$ cat src/rtl/rv_pkg.sv
// Shared RV32 constants and types for the fetch slice.
package rv_pkg;
  localparam int XLEN = 32;

  localparam logic [XLEN-1:0] RV_NOP_INSTR = 32'h0000_0013; // addi x0,x0,0
  localparam logic [XLEN-1:0] RV_RESET_PC  = 32'h0000_0000;

  // Fetch FSM: request outstanding / word parked for stalled decode / stale request in flight
  typedef enum logic [1:0] {
    FS_REQ  = 2'd0,
    FS_HOLD = 2'd1,
    FS_DROP = 2'd2
  } fetch_state_e;

  // Instruction field positions
  localparam int OP_LSB = 0;
  localparam int OP_W   = 7;
  localparam int F3_LSB = 12;
  localparam int F3_W   = 3;
  localparam int F7_LSB = 25;
  localparam int F7_W   = 7;

  typedef struct packed {
    logic [XLEN-1:0] instr;
    logic [XLEN-1:0] pc;
  } fetch_word_t;

  function automatic logic [XLEN-1:0] align_word(input logic [XLEN-1:0] a);
    return a & ~(XLEN'(3));
  endfunction
endpackage

$ cat src/rtl/if_id_reg.sv
// IF/ID pipeline register: holds on stall, drops to a NOP bubble on flush or when empty.
module if_id_reg
  import rv_pkg::*;
#(
  parameter logic [XLEN-1:0] NOP_INSTR = RV_NOP_INSTR
) (
  input  logic            clk,
  input  logic            rst,
  input  logic            stall,
  input  logic            flush,
  input  logic            load_valid,
  input  fetch_word_t     load_word,
  output logic            valid,
  output logic [XLEN-1:0] instr,
  output logic [XLEN-1:0] pc
);

  // An empty register accepts even under stall so a bubble never blocks fetch
  always_ff @(posedge clk) begin
    if (rst) begin
      valid <= 1'b0;
      instr <= NOP_INSTR;
      pc    <= '0;
    end else if (flush) begin
      valid <= 1'b0;
      instr <= NOP_INSTR;
    end else if (!stall || !valid) begin
      valid <= load_valid;
      instr <= load_valid ? load_word.instr : NOP_INSTR;
      if (load_valid) pc <= load_word.pc;
    end
  end

endmodule

$ cat src/rtl/fetch_stage.sv
// Instruction fetch: one outstanding imem request, a one-entry skid for decode
// stalls, and redirect handling that discards a request already in flight.
module fetch_stage
  import rv_pkg::*;
#(
  parameter logic [XLEN-1:0] RESET_PC  = RV_RESET_PC,
  parameter logic [XLEN-1:0] NOP_INSTR = RV_NOP_INSTR
) (
  input  logic            clk,
  input  logic            rst,
  input  logic            stall_d,
  input  logic            flush_d,
  input  logic            redirect_valid,
  input  logic [XLEN-1:0] redirect_pc,
  output logic            imem_req,
  output logic [XLEN-1:0] imem_addr,
  input  logic            imem_ack,
  input  logic [XLEN-1:0] imem_rdata,
  output logic            valid_d,
  output logic [XLEN-1:0] instr_d,
  output logic [XLEN-1:0] pc_d,
  output logic [XLEN-1:0] pc_plus4_d,
  output logic [OP_W-1:0] op_d,
  output logic [F3_W-1:0] funct3_d,
  output logic [F7_W-1:0] funct7_d
);

  fetch_state_e    state_q, state_d;
  logic [XLEN-1:0] pc_f;     // next address to fetch (redirect target while dropping)
  logic [XLEN-1:0] addr_q;   // address currently on the imem bus
  fetch_word_t     skid_q;
  logic            accept;   // IF/ID can take a word this cycle
  logic            if_load_valid;
  fetch_word_t     if_load_word;
  logic [XLEN-1:0] redir_addr;

  assign accept     = !stall_d || !valid_d;
  assign redir_addr = align_word(redirect_pc);
  assign imem_addr  = addr_q;

  // FSM state register
  always_ff @(posedge clk) begin
    if (rst) state_q <= FS_REQ;
    else     state_q <= state_d;
  end

  // FSM next state
  always_comb begin
    state_d = state_q;
    unique case (state_q)
      FS_REQ: begin
        if (redirect_valid)         state_d = imem_ack ? FS_REQ : FS_DROP;
        else if (imem_ack && !accept) state_d = FS_HOLD;
      end
      FS_HOLD: if (redirect_valid || accept) state_d = FS_REQ;
      FS_DROP: if (imem_ack)                 state_d = FS_REQ;
      default: state_d = FS_REQ;
    endcase
  end

  // FSM outputs: bus request and the word offered to IF/ID
  always_comb begin
    imem_req      = !rst && (state_q != FS_HOLD);
    if_load_valid = 1'b0;
    if_load_word  = '{instr: imem_rdata, pc: addr_q};
    unique case (state_q)
      FS_REQ:  if_load_valid = imem_ack && !redirect_valid;
      FS_HOLD: begin
        if_load_valid = !redirect_valid;
        if_load_word  = skid_q;
      end
      default: if_load_valid = 1'b0;
    endcase
  end

  // PC, bus address and skid. A flush without redirect still lets the FSM
  // advance: the word handed over that cycle is younger than the killed one.
  always_ff @(posedge clk) begin
    if (rst) begin
      pc_f   <= RESET_PC;
      addr_q <= RESET_PC;
      skid_q <= '0;
    end else if (redirect_valid) begin
      // Skid contents become dead once the FSM leaves HOLD; no need to clear.
      pc_f <= redir_addr;
      if (state_q == FS_HOLD || imem_ack) addr_q <= redir_addr;
    end else begin
      unique case (state_q)
        FS_REQ: begin
          if (imem_ack) begin
            if (accept) begin
              pc_f   <= pc_f + 32'd4;
              addr_q <= pc_f + 32'd4;
            end else begin
              skid_q <= '{instr: imem_rdata, pc: addr_q};
            end
          end
        end
        FS_HOLD: begin
          if (accept) begin
            pc_f   <= pc_f + 32'd4;
            addr_q <= pc_f + 32'd4;
          end
        end
        FS_DROP: if (imem_ack) addr_q <= pc_f;
        default: ;
      endcase
    end
  end

  if_id_reg #(.NOP_INSTR(NOP_INSTR)) u_if_id (
    .clk        (clk),
    .rst        (rst),
    .stall      (stall_d),
    .flush      (flush_d || redirect_valid),
    .load_valid (if_load_valid),
    .load_word  (if_load_word),
    .valid      (valid_d),
    .instr      (instr_d),
    .pc         (pc_d)
  );

  assign pc_plus4_d = pc_d + 32'd4;
  assign op_d       = instr_d[OP_LSB +: OP_W];
  assign funct3_d   = instr_d[F3_LSB +: F3_W];
  assign funct7_d   = instr_d[F7_LSB +: F7_W];

endmodule

$ cat config.mk
export PLATFORM = sky130hd
export DESIGN_NAME = fetch_stage
export DESIGN_NICKNAME = d
export VERILOG_FILES = /design/src/rtl/rv_pkg.sv /design/src/rtl/if_id_reg.sv /design/src/rtl/fetch_stage.sv
export SDC_FILE = /design/constraint.sdc
export NUM_CORES = 1
export LEC_CHECK = 0
export ABC_AREA = 1
export CAP_MARGIN = 20
export CORE_ASPECT_RATIO = 0.8
export CORE_MARGIN = 10
export CORE_UTILIZATION = 56
export DETAILED_ROUTE_END_ITERATION = 12
export PLACE_DENSITY = 0.86
export SETUP_SLACK_MARGIN = 0.2
export SLEW_MARGIN = 20
export SYNTH_ARGS = -nofsm -noshare
export SYNTH_HDL_FRONTEND = slang
export SYNTH_HIERARCHICAL = 1
export SYNTH_SLANG_ARGS = --single-unit
$ cat constraint.sdc
create_clock -name clk -period 4.7 [get_ports clk]
set_clock_uncertainty 0.05 [all_clocks]
set_input_delay 0.705 -clock clk [delete_from_list [all_inputs] [get_ports clk]]
set_output_delay 0.705 -clock clk [all_outputs]
set_load 0.02 [all_outputs]
Word-level counts from Yosys, hierarchy flattened
Index checks and enable logic that the tools add are counted.
Widths: inputs -> output; s select.
- output and inout bits: 147
- bits in registers: 195
- logic and storage cells: 67
- input port bits: 70
- mux-type cells: 19
- reduce and logical (&&, ||, !) cells: 24
- equal/unequal tests: 10
- bitwise gates (word level): 3
- add/sub/neg operators: 2
- operators by type and width (kind ; number):
    $mux 32 ; 9
    $pmux 32 s3 ; 1
    $add 32x3->32 const B ; 2
    $mux 64 ; 1
    $pmux 32 s2 ; 1
    $mux 2 ; 5
    $ne 3x3->1 const B ; 3
    $reduce_and 4->1 ; 2
    $ne 2x2->1 const B ; 3
    $pmux 2 s3 ; 1
    $reduce_and 3->1 ; 2
    $logic_not 1->1 ; 5
    $logic_or 1x1->1 ; 4
    $ne 2x1->1 const B ; 2
    $reduce_and 2->1 ; 2
    $reduce_bool 4->1 ; 1
    $reduce_or 2->1 ; 2
    $logic_and 1x1->1 ; 3
    $not 1->1 ; 3
    $reduce_bool 3->1 ; 1
    $eq 2x1->1 const B ; 1
    $eq 2x2->1 const B ; 1
    $logic_not 2->1 ; 1
    $pmux 1 s2 ; 1
    $reduce_bool 2->1 ; 1

Longest topological paths before layout
Gate-level depths: netlist of the first run.
- word-level depth: 7
- mapped depth: 10
- mapped depth without buffers: 10

Cells and area by module
The synthesis of the first run kept the hierarchy.
- modules (own cells, without submodules) (module ; cells an instance ; area an instance (sq um) ; times used ; sequential area each (sq um)):
    fetch_stage ; 1278 ; 7683.6 ; 1 ; 2482.4
    if_id_reg ; 358 ; 2685.1 ; 1 ; 1301.2

Worst setup path after synthesis of the first run
OpenSTA, ideal clock, no wires.
- path type: reg2out
- start: reg u_if_id.pc[2]
- end: out pc_plus4_d[20]
- path buffers: 0
- data required time: 3945 ps
- stages on the path, launching flop included: 7
- arrival: 1802 ps
- path slack: 2143 ps
- cell sequence: dfxtp_1 -> ha_1 -> inv_1 -> nor4_2 -> nand3_1 -> nor2_1 -> xor2_1
- longest elaborated chain between the ends: 1
- RTL lines (element ; RTL line ; RTL):
    start: declaration ; if_id_reg.sv:15 ; output logic [XLEN-1:0] pc
    start signal: assignment ; if_id_reg.sv:30 ; if (load_valid) pc <= load_word.pc;
    $add 32x3->32 ; fetch_stage.sv:123 ; assign pc_plus4_d = pc_d + 32'd4;
    end: declaration ; fetch_stage.sv:22 ; output logic [XLEN-1:0] pc_plus4_d,
Every way passes these cells.

Worst setup path in the final report of the first run
- start: reg u_if_id.pc[4]
- end: out pc_plus4_d[27]
The elaborated chain is that of the path after synthesis.

==> summary.txt, run 1 <==
STA
  • Setup ws final: 1180 ps
  • Final setup violation count: 0
  • RSZ-0062 raised after global routing: false
  • Final Max Slew Viols: 0
  • Max-slew headroom: 36.1%
  • FMAX: approximately 280 MHz
  • Final Hold Viols: 0
  • Fin crit share: between 70 and 80%
  • Total negative slack: 0 ps
  • Worst-margin pin slew: 957 ps
  • Final min period: 3520 ps

CTS
  • PostCTS Resize Cnt: 0
  • Worst skew pair latency: 440 ps
  • Buffer levels on the longest clock path: 2
  • TritonCTS clock tree: yes
  • Clock sink total: ~190
  • # hold bufs at CTS: 0
  • Clk root buf: clkbuf_16
  • H-Tree Depth: 4
  • Clk slew on worst S/H paths: 80 ps
  • Total CTS buffers: 17
  • Post-CTS Setup Bufs: 0

Placed design
  • DP HPWL: approximately 23000 µm
  • Port buffer count: approximately 210
  • Placed cell area: between 0.01 and 0.015 mm²
  • Pre-CTS setup slack: around 1400 ps
  • GP Congestion: about 0.97

Pwr
  • Part of the power in combinational logic: 15.0%
  • Sequential share of power: 46.9%
  • PwrDens: 291 mW/mm²
  • Worst vdd ir: 0.000222 V
  • Net Sw Frac: 30.3%
  • Leakage: 5.42 nW
  • Cell Int Power: 2.60 mW
  • NetSw: 1.13 mW
  • Clock power frac: 38.1%

Critical path
  • Crit-path cells: nand3_1 -> inv_1 -> nand2_1 -> nor2_1 -> nand2_1 -> nor2_1 -> nand3_1 -> xnor2_1 -> clkdlybuf4s50_1
  • Crit path max fanout: 5
  • Worst Setup Start Kind: flop
  • Top delay family on crit path: simple AND/OR/NAND/NOR gates
  • Crit path DAT: 2760 ps
  • Crit path buffers/inverters: 2
  • Crit end category: output port
  • CP Class: flop to output port
  • Crit path required time: 3940 ps
  • Slowest cell on crit path: clkdlybuf4s50_1
  • Flop2flop setup slack: between 1500 and 2000 ps
  • Critical path's largest stage delay: 640 ps

Detailed routing
  • WL met2: 15000 µm
  • Post-Route WL: 34200 µm
  • Met3 routed WL: 3990 µm
  • DR vias: 11300
  • DR iter-0 viols: 1406
  • First-pass DRT Iterations: 5
  • DRC Markers: 0
  • Wl on met1: 14200 µm
  • Drt wl/cell: 17.0 µm
  • Via/cell ratio: 5.63
  • Antenna viol nets, final: 0
  • DR top layer: met5

Floorplan
  • # rows: 44
  • Width of the die: 172 µm
  • Starting density of the core: 57.1%
  • IO Count: approximately 220
  • Core Region: 0.0182 mm²
  • Die H: 142 µm
  • Die area: approximately 0.024 mm²

Cells and area
  • Proportion of layout cells with a drive suffix above 1: 4.79%
  • Sequential Area: 0.00378 mm²
  • Layout area overhead: 23.7%
  • Antenna diodes: 0
  • Fill cell count: 1563
  • Net count, final: 1835
  • Non-Filler Cell Area, Final: between 0.01 and 0.015 mm²
  • Area occupied by multi-input gates: roughly 0.0055 mm²

Logic synthesis
  • Synth warn: 6
  • Count of state elements after synthesis: roughly 190
  • Area leader, netlist: dfxtp_1
  • Post-synthesis async set-or-reset flop share: 0%
  • Avg Inst Size Synth: 6.34 µm²
  • Unique masters post-synth: 42
  • EDFF count, synth: 0
  • Post-Syn Area: 0.0104 mm²
  • Sequential-to-total area share from yosys stat: 36.5%
  • Synth area leaders: dfxtp_1 (36%), nand2_1 (17%), nor2_1 (9.1%)
  • Area share of the largest cell type after synthesis: 36.5%
  • Main flop type after synthesis: dfxtp_1
  • Synth Instances: between 1500 and 2000

GRT
  • GR Util All Layers: 27.0%
  • First-pass GRT wire length: between 50000 and 60000 µm
  • Grt ovf: 0
  • Largest net degree at the start of global routing: 74
  • Number of global-route vias before repair: 10200
  • Initial antenna violation count: 1

Flow run
  • Max Cap Violations: 0

Min path
  • Hold/Removal Path Class: flop to flop

Status
  • Outcome: completed
-- Yosys cell counts (all sizes together), types with 2 or more instances --
cell,n
nand2,462
nor2,257
dfxtp,189
o21ai,153
a21oi,142
inv,119
nand3,113
buf,68
clkbuf,48
xor2,23
nor3,9
xnor2,9
nand4,7
o211ai,6
a31oi,5
nand3b,5
or2,5
nor4,4
a2111oi,2
and2,2
ha,2
nand2b,2
o21bai,2
-- flip-flops by register name, indices dropped and copies added (netlist names) --
name           flops
u_if_id/pc        32
u_if_id/valid      1
skid_q            62
pc_f              30
u_if_id/instr     32
state_q            2
imem_addr         30
-- worst paths after layout --
kind                         start          endpoint  cells after the start
setup / recovery     u_if_id/pc[4]    pc_plus4_d[27]                      9
hold / removal    u_if_id/instr[7]  u_if_id/instr[7]                      2
setup reg to reg        state_q[1]      imem_addr[3]                      8
hold reg to reg   u_if_id/instr[7]  u_if_id/instr[7]                      2
-- routing by layer --
metal | track usage (%) | up-vias
li1 | - | 5463
met1 | 36.2 | 5206
met2 | 40.5 | 561
met3 | 8.07 | 69
met4 | 9.01 | 2
met5 | 0 | -
-- cell families (layout without fill, tap and decap cells) --
| family | after synthesis | after routing | share of synthesized area (%) |
|---|---|---|---|
| AND/OR/NAND/NOR | 866 | 866 | 34.3 |
| AO/OA/AOI/OAI | 311 | 311 | 15.8 |
| buffers and inverters | 235 | 372 | 10.4 |
| flip-flops | 189 | 189 | 36.5 |
| XOR/XNOR | 32 | 32 | 2.70 |
| adder cells (fa/ha/maj) | 2 | 2 | 0.241 |
| other | 1 | 4 | 0.0362 |
-- through the flow --
stage / power (mW) / std cells / hold slack, ps / util (%)
6_report: 3.73 / 2006 / 420 / 70.6
5_1_grt: 3.88 / 2006 / 439 / 70.6
4_1_cts: 3.74 / 2006 / 421 / 70.6
3_5_place_dp: 2.33 / 1974 / 409 / 67.4
3_3_place_gp: 2.32 / 1974 / 403 / 67.4
2_1_floorplan: 2.09 / 1639 / 426 / -
-- layout by cell type, fill, tap and decap left out, types with 2 or more instances in the layout --
| cell type | instances |
|---|---|
| o21ai_0 | 114 |
| nand3b_1 | 5 |
| inv_8 | 4 |
| nand4_1 | 7 |
| ha_1 | 2 |
| a21oi_1 | 132 |
| o21ai_1 | 38 |
| a31oi_1 | 5 |
| buf_4 | 8 |
| nand2_1 | 459 |
| inv_2 | 10 |
| nand3_1 | 113 |
| inv_1 | 107 |
| a2111oi_0 | 2 |
| nor2_2 | 3 |
| conb_1 | 4 |
| inv_4 | 2 |
| clkdlybuf4s50_1 | 211 |
| nand2b_1 | 2 |
| o21bai_1 | 2 |
| a21oi_2 | 10 |
| xnor2_1 | 9 |
| nor2_1 | 250 |
| inv_6 | 7 |
| nand2_4 | 2 |
| o211ai_1 | 5 |
| xor2_1 | 23 |
| nor4_2 | 2 |
| or2_2 | 5 |
| and2_1 | 2 |
| nor3_1 | 8 |
| nor2_4 | 3 |
| clkbuf_16 | 17 |
| nor4_1 | 2 |
| dfxtp_1 | 189 |
-- cell type report --
type,count,share of cell area [%]
multi-input combinational,1215,43.1
sequential,189,29.5
timing repair buffer,221,17.1
inverter,119,3.52
clock buffer,17,3.32
tap,230,2.24
clock inverter,15,1.12
-- power groups by stage --
stage	Clock, mW	Sequential, mW	Combinational, mW
floorplan	0	1.79	0.303
global placement	0	1.78	0.538
detailed placement	0	1.78	0.550
CTS	1.44	1.75	0.556
global route	1.50	1.76	0.617
finish	1.42	1.75	0.559
-- worst min-delay path: cells and delay by family (launching register included) --
family | cells | cell delay (ps)
flops | 1 | 320
simple gates | 1 | 60
compound gates | 1 | 60
(Power assumes the default switching activity.)
==> run 2, diff against run 1 <==
CORE_UTILIZATION = 52   (was 56)
PLACE_DENSITY = 0.81   (was 0.86)
clock period = 3.5 ns   (was 4.7 ns; I/O delays follow)
==> summary.txt, run 2 (synthesis gave the netlist of run 1 again) <==
CTS
  • Total CTS buffers: 17 (unchanged)
  • Clk slew on worst S/H paths: 90 ps (was 80 ps)
  • Buffer levels on the longest clock path: 2 (unchanged)
  • TritonCTS clock tree: yes (unchanged)
  • Clk root buf: clkbuf_16 (unchanged)
  • # hold bufs at CTS: 0 (unchanged)
  • Worst skew pair latency: 440 ps (about the same)
  • H-Tree Depth: 4 (unchanged)
  • Clock sink total: 189 (unchanged)

Floorplan
  • Core Region: 0.0197 mm² (was 0.0182 mm²)
  • IO Count: 217 (unchanged)
  • Starting density of the core: 52.7% (was 57.1%)
  • Die H: 146 µm (was 142 µm)
  • # rows: 46 (was 44)
  • Width of the die: 178 µm (was 172 µm)
  • Die area: 0.0260 mm² (was 0.0244 mm²)

Cells and area
  • Layout area overhead: 25.2% (was 23.7%)
  • Sequential Area: 0.00378 mm² (about the same)
  • Fill cell count: 1784 (was 1563)
  • Non-Filler Cell Area, Final: 0.0130 mm² (was 0.0128 mm²)
  • Leading cell types in the layout, fill and taps excluded: nand2_1 (459), nor2_1 (249), clkdlybuf4s50_1 (209), dfxtp_1 (188), a21oi_1 (132) (was nand2_1 (459), nor2_1 (250), clkdlybuf4s50_1 (211), dfxtp_1 (189), a21oi_1 (132))
  • Area occupied by multi-input gates: 0.00556 mm² (was 0.00553 mm²)
  • Max FFs per register: 62 (unchanged)
  • Proportion of layout cells with a drive suffix above 1: 5.33% (was 4.79%)
  • Antenna diodes: 0 (unchanged)
  • Biggest regs: skid_q (62), u_if_id/instr (32), u_if_id/pc (32) (unchanged)
  • Net count, final: 1840 (was 1835)
  • Most common cell after layout, fill and taps aside: nand2_1 (unchanged)
  • Reg with most FFs: skid_q (unchanged)

Critical path
  • Worst Setup Start Kind: flop (unchanged)
  • Worst reg2reg endpoint: imem_addr[4] (was imem_addr[3])
  • Slowest cell on crit path: clkdlybuf4s50_1 (unchanged)
  • Crit path max fanout: 5 (unchanged)
  • Crit end category: output port (unchanged)
  • Worst r2r path cells: 9 (was 8)
  • Crit-path cells: ha_1 -> inv_1 -> nor4_4 -> nand3_1 -> nor2_2 -> xor2_1 -> clkdlybuf4s50_1 (was nand3_1 -> inv_1 -> nand2_1 -> nor2_1 -> nand2_1 -> nor2_1 -> nand3_1 -> xnor2_1 -> clkdlybuf4s50_1)
  • Top delay family on crit path: buffers and inverters (was simple AND/OR/NAND/NOR gates)
  • Critical path's largest stage delay: 620 ps (was 640 ps)
  • Crit path buffers/inverters: 2 (unchanged)
  • Crit path DAT: 2530 ps (was 2760 ps)
  • CP Class: flop to output port (unchanged)
  • Crit path required time: 2920 ps (was 3940 ps)
  • Flop2flop setup slack: 1190 ps (was 1920 ps)
  • Worst r2r src: state_q[0] (was state_q[1])

GRT
  • First-pass GRT wire length: 53000 µm (was 53500 µm)
  • Number of global-route vias before repair: 10000 (was 10200)
  • Initial antenna violation count: 0 (was 1)
  • Largest net degree at the start of global routing: 97 (was 74)
  • GR Util All Layers: 24.7% (was 27.0%)
  • Grt ovf: 0 (unchanged)

STA
  • FMAX: 322 MHz
  • Max-slew headroom: 34.3% (was 36.1%)
  • Final Max Slew Viols: 0 (unchanged)
  • Final setup violation count: 0 (unchanged)
  • Worst-margin pin slew: 986 ps (was 957 ps)
  • Final min period: a little over 3000 ps
  • Fin crit share: 88.8%
  • Final Hold Viols: 0 (unchanged)
  • RSZ-0062 raised after global routing: false (unchanged)
  • Total negative slack: 0 ps (unchanged)

Status
  • Outcome: completed (unchanged)

Min path
  • Hold Crit Depth: 2 (unchanged)
  • Hold Path End: u_if_id/instr[9] (was u_if_id/instr[7])
  • HP Start: u_if_id/instr[9] (was u_if_id/instr[7])
  • Hold/Removal Path Class: flop to flop (unchanged)

Pwr
  • Leakage: 5.53 nW (was 5.42 nW)
  • PwrDens: 392 mW/mm² (was 291 mW/mm²)
  • Worst vdd ir: 0.000245 V (was 0.000222 V)
  • Tot Pwr: 5.09 mW (was 3.73 mW)

Detailed routing
  • Via/cell ratio: 5.43 (was 5.63)
  • Post-Route WL: 33400 µm (was 34200 µm)
  • Drt wl/cell: 16.3 µm (was 17.0 µm)
  • DR vias: 11100 (was 11300)
  • Antenna viol nets, final: 0 (unchanged)
  • DR iter-0 viols: 1220 (was 1406)
  • First-pass DRT Iterations: 7 (was 5)
  • DRC Markers: 0 (unchanged)

Flow run
  • Max Cap Violations: 0 (unchanged)

Placed design
  • Port buffer count: 212 (unchanged)
  • Placed cell area: 0.0123 mm² (about the same)
  • DP HPWL: 22500 µm (was 23100 µm)
  • GP Congestion: 0.901 (was 0.972)
==> run 2: report_power, final <==
group	switching, mW	leakage, nW	total [mW]	internal [mW]
clock network	1.00	0.298	1.98	0.981
registers	0.122	1.54	2.35	2.23
logic	0.440	3.69	0.754	0.314
==> run 2: area by class of cell <==
cell class | count | share of cell area [%]
Clock buffer | 17 | 3.28
Sequential cell | 189 | 29.2
Multi-Input combinational cell | 1215 | 42.8
Timing Repair Buffer | 226 | 17.3
Clock inverter | 15 | 1.46
Tap cell | 264 | 2.54
Inverter | 119 | 3.47
==> run 2: tightest hold or removal path, cell delays in order, from the launching register on <==
cell	delay, ps
dfxtp_1	320
nand2_1	60
a21oi_1	60
==> run 2: worst max path at each step <==
stage / start / endpoint / depth (start not counted)
floorplan: u_if_id/pc[2] / pc_plus4_d[20] / 6
global placement: u_if_id/pc[2] / pc_plus4_d[22] / 8
detailed placement: u_if_id/pc[2] / pc_plus4_d[22] / 8
CTS: u_if_id/pc[4] / pc_plus4_d[27] / 9
global route: u_if_id/pc[2] / pc_plus4_d[22] / 8
finish: u_if_id/pc[2] / pc_plus4_d[20] / 7
==> run 2: layer usage <==
metal	track usage, %	wire length (µm)	part of all wire (%)
met1	33.3	14500	43
met3	7.45	3520	11
met5	0	0	0
met4	7.37	654	2.0
met2	37.0	14700	44
==> run 2: stage by stage <==
step | instances | hold WS [ps] | worst slack, ps | utilization (%)
finish | 2045 | 421 | 392 | 65.9
global route | 2045 | 437 | 177 | 65.9
CTS | 2043 | 420 | 242 | 65.7
detailed placement | 2011 | 406 | 643 | 62.5
global placement | 2011 | 402 | 652 | 62.5
floorplan | 1639 | 426 | 1120 | -
==> run 2: repair_timing <==
| item | 4_1_cts | 5_1_grt |
|---|---|---|
| resized for setup | 1 | 8 |
| endpoints found under the setup margin | 2 | 9 |
| gates cloned | 0 | 0 |
| pin swaps | 0 | 1 |
| setup buffers | 0 | 2 |
==> RTL change, RTL diff (settings of run 1) <==
Encoding of `fetch_state_e`: now one-hot (3 bits for 3 states).
--- a/src/rtl/rv_pkg.sv
+++ b/src/rtl/rv_pkg.sv
@@ -8,6 +8,6 @@
   // Fetch FSM: request outstanding / word parked for stalled decode / stale request in flight
-  typedef enum logic [1:0] {
-    FS_REQ  = 2'd0,
-    FS_HOLD = 2'd1,
-    FS_DROP = 2'd2
+  typedef enum logic [2:0] {
+    FS_REQ  = 3'b001,
+    FS_HOLD = 3'b010,
+    FS_DROP = 3'b100
   } fetch_state_e;
Check against the original RTL: no difference found for any inputs over 4 cycles, from zero or initial values and one cycle with rst high; so few cycles prove little.
==> RTL change against run 1 <==
- sequential cell count rose by 1
- synthesized area rose by 2.7%
- total power rose by 5.9%
- worst setup slack got worse by 59 ps
- register-to-register slack improved by 130 ps
- wire length fell by 6.1%
- design area rose by 2.7%
- critical path type unchanged
- critical endpoint is now pc_plus4_d[20]
- highest routed layer is now met4
==> RTL change: results (changes against run 1) <==
place.gp.congestion: 0.958  # -1.4%
dp_hpwl_um: 21900  # -5.2%
critPathSlowestCell: "clkdlybuf4s50_1"
drt_iter0_drc: 1157  # -18%
drive_above_1_share: 0.0584  # +0.0105
grt_pass1_vias: 10200  # unchanged
dr.pass1.iters: 6  # +1
peakVddDrop_v: 0.000237  # +6.7%
cp.arrival_ps: 2820  # +60 ps
synth_area_leaders: "dfxtp_1 (36%), nand2_1 (16%), nor2_1 (8.5%), o21ai_0 (7.5%), nand3_1 (6.0%)"
fill_cells: 1619  # +3.6%
grtUsageTotal: 0.248  # -0.0223
outcome: "completed"
power.leakage_nw: 5.59  # +3.1%
ys_types: 40  # -4.8%
synth_xor_xnor_area_share: 0.0263  # -0.000721
synth-seq-area-share: 0.357  # -0.00785
grt_max_degree: 120  # +62%
vias: 11200  # -0.51%
synth_common_cells: "nand2_1 (460), nor2_1 (240), dfxtp_1 (190)"
slew_viol_final: 0  # unchanged
cp_max_fo: 7  # +2
synth_compound_area_frac: 0.155  # -0.00316
slew_headroom: 0.257  # -0.105
grt_pass1_wl_um: 51500  # -3.6%
largest_registers: "skid_q x62, u_if_id/instr x32, u_if_id/pc x32"
hold_path_class: "reg2reg"
antenna_found_initial: 0  # -1
clock_path_buffers: 2  # unchanged
cpPeakStageDelay_ps: 630
synth_fa_ha_area_frac: 0.00235  # -0.0000643
## RTL change: worst paths after layout
check                     from                end  slack [ps]  cells after the start
max              u_if_id/pc[2]     pc_plus4_d[20]        1120                      9
min reg2reg  u_if_id/instr[11]  u_if_id/instr[11]         420                      2
max reg2reg         state_q[1]      imem_addr[10]        2050                     10
min          u_if_id/instr[11]  u_if_id/instr[11]         420                      2
## RTL change: critical path: cells and delay by family (launching register included)
| kind | cells | cell delay [ps] |
|---|---|---|
| xor+xnor | 1 | 160 |
| simple gates | 4 | 750 |
| buf+inv | 3 | 840 |
| flops | 1 | 420 |
| fa+ha+maj | 1 | 210 |
## RTL change: cell families (layout without fill, tap and decap cells)
group / after synthesis / after routing
AOI/OAI and AO/OA: 313 / 313
xor gates and xnor gates: 32 / 32
adders and majority gates: 2 / 2
buffers and inverters: 275 / 413
DFF: 190 / 190
other: 1 / 4
and+or+nand+nor: 878 / 878
## RTL change: layout make-up
class / instances / area [µm²] / area share
multi-input cells: 1229 / 5660 / 0.430
flip-flops and latches: 190 / 3800 / 0.289
repair buffers: 221 / 2180 / 0.166
inverters: 160 / 603 / 0.0458
clock buffers: 17 / 425 / 0.0323
well taps: 258 / 323 / 0.0245
clock inverters: 15 / 171 / 0.0130
## RTL change: power by group
| part | total (W) | switching (W) | internal (W) |
|---|---|---|---|
| Sequential | 0.00177 | 0.0000891 | 0.00168 |
| Clock | 0.00148 | 0.000718 | 0.000763 |
| Combinational | 0.000700 | 0.000420 | 0.000280 |
| Total | 0.00395 | 0.00123 | 0.00273 |
## RTL change: metal layers
metal  up-vias  GRT usage  wire length, µm
met4         0     0.0930              815
met3        56     0.0711             3140
met1      5102      0.312            13700
li1       5592          -                -
met5         -          0                0
met2       493      0.395            14500
## RTL change: through the flow
stage | setup WS [ps] | hold WS, ps | std cells
2_1_floorplan | 2140 | 413 | 1694
3_3_place_gp | 1540 | 403 | 2058
3_5_place_dp | 1490 | 407 | 2058
4_1_cts | 1100 | 420 | 2090
5_1_grt | 953 | 443 | 2090
6_report | 1120 | 422 | 2090
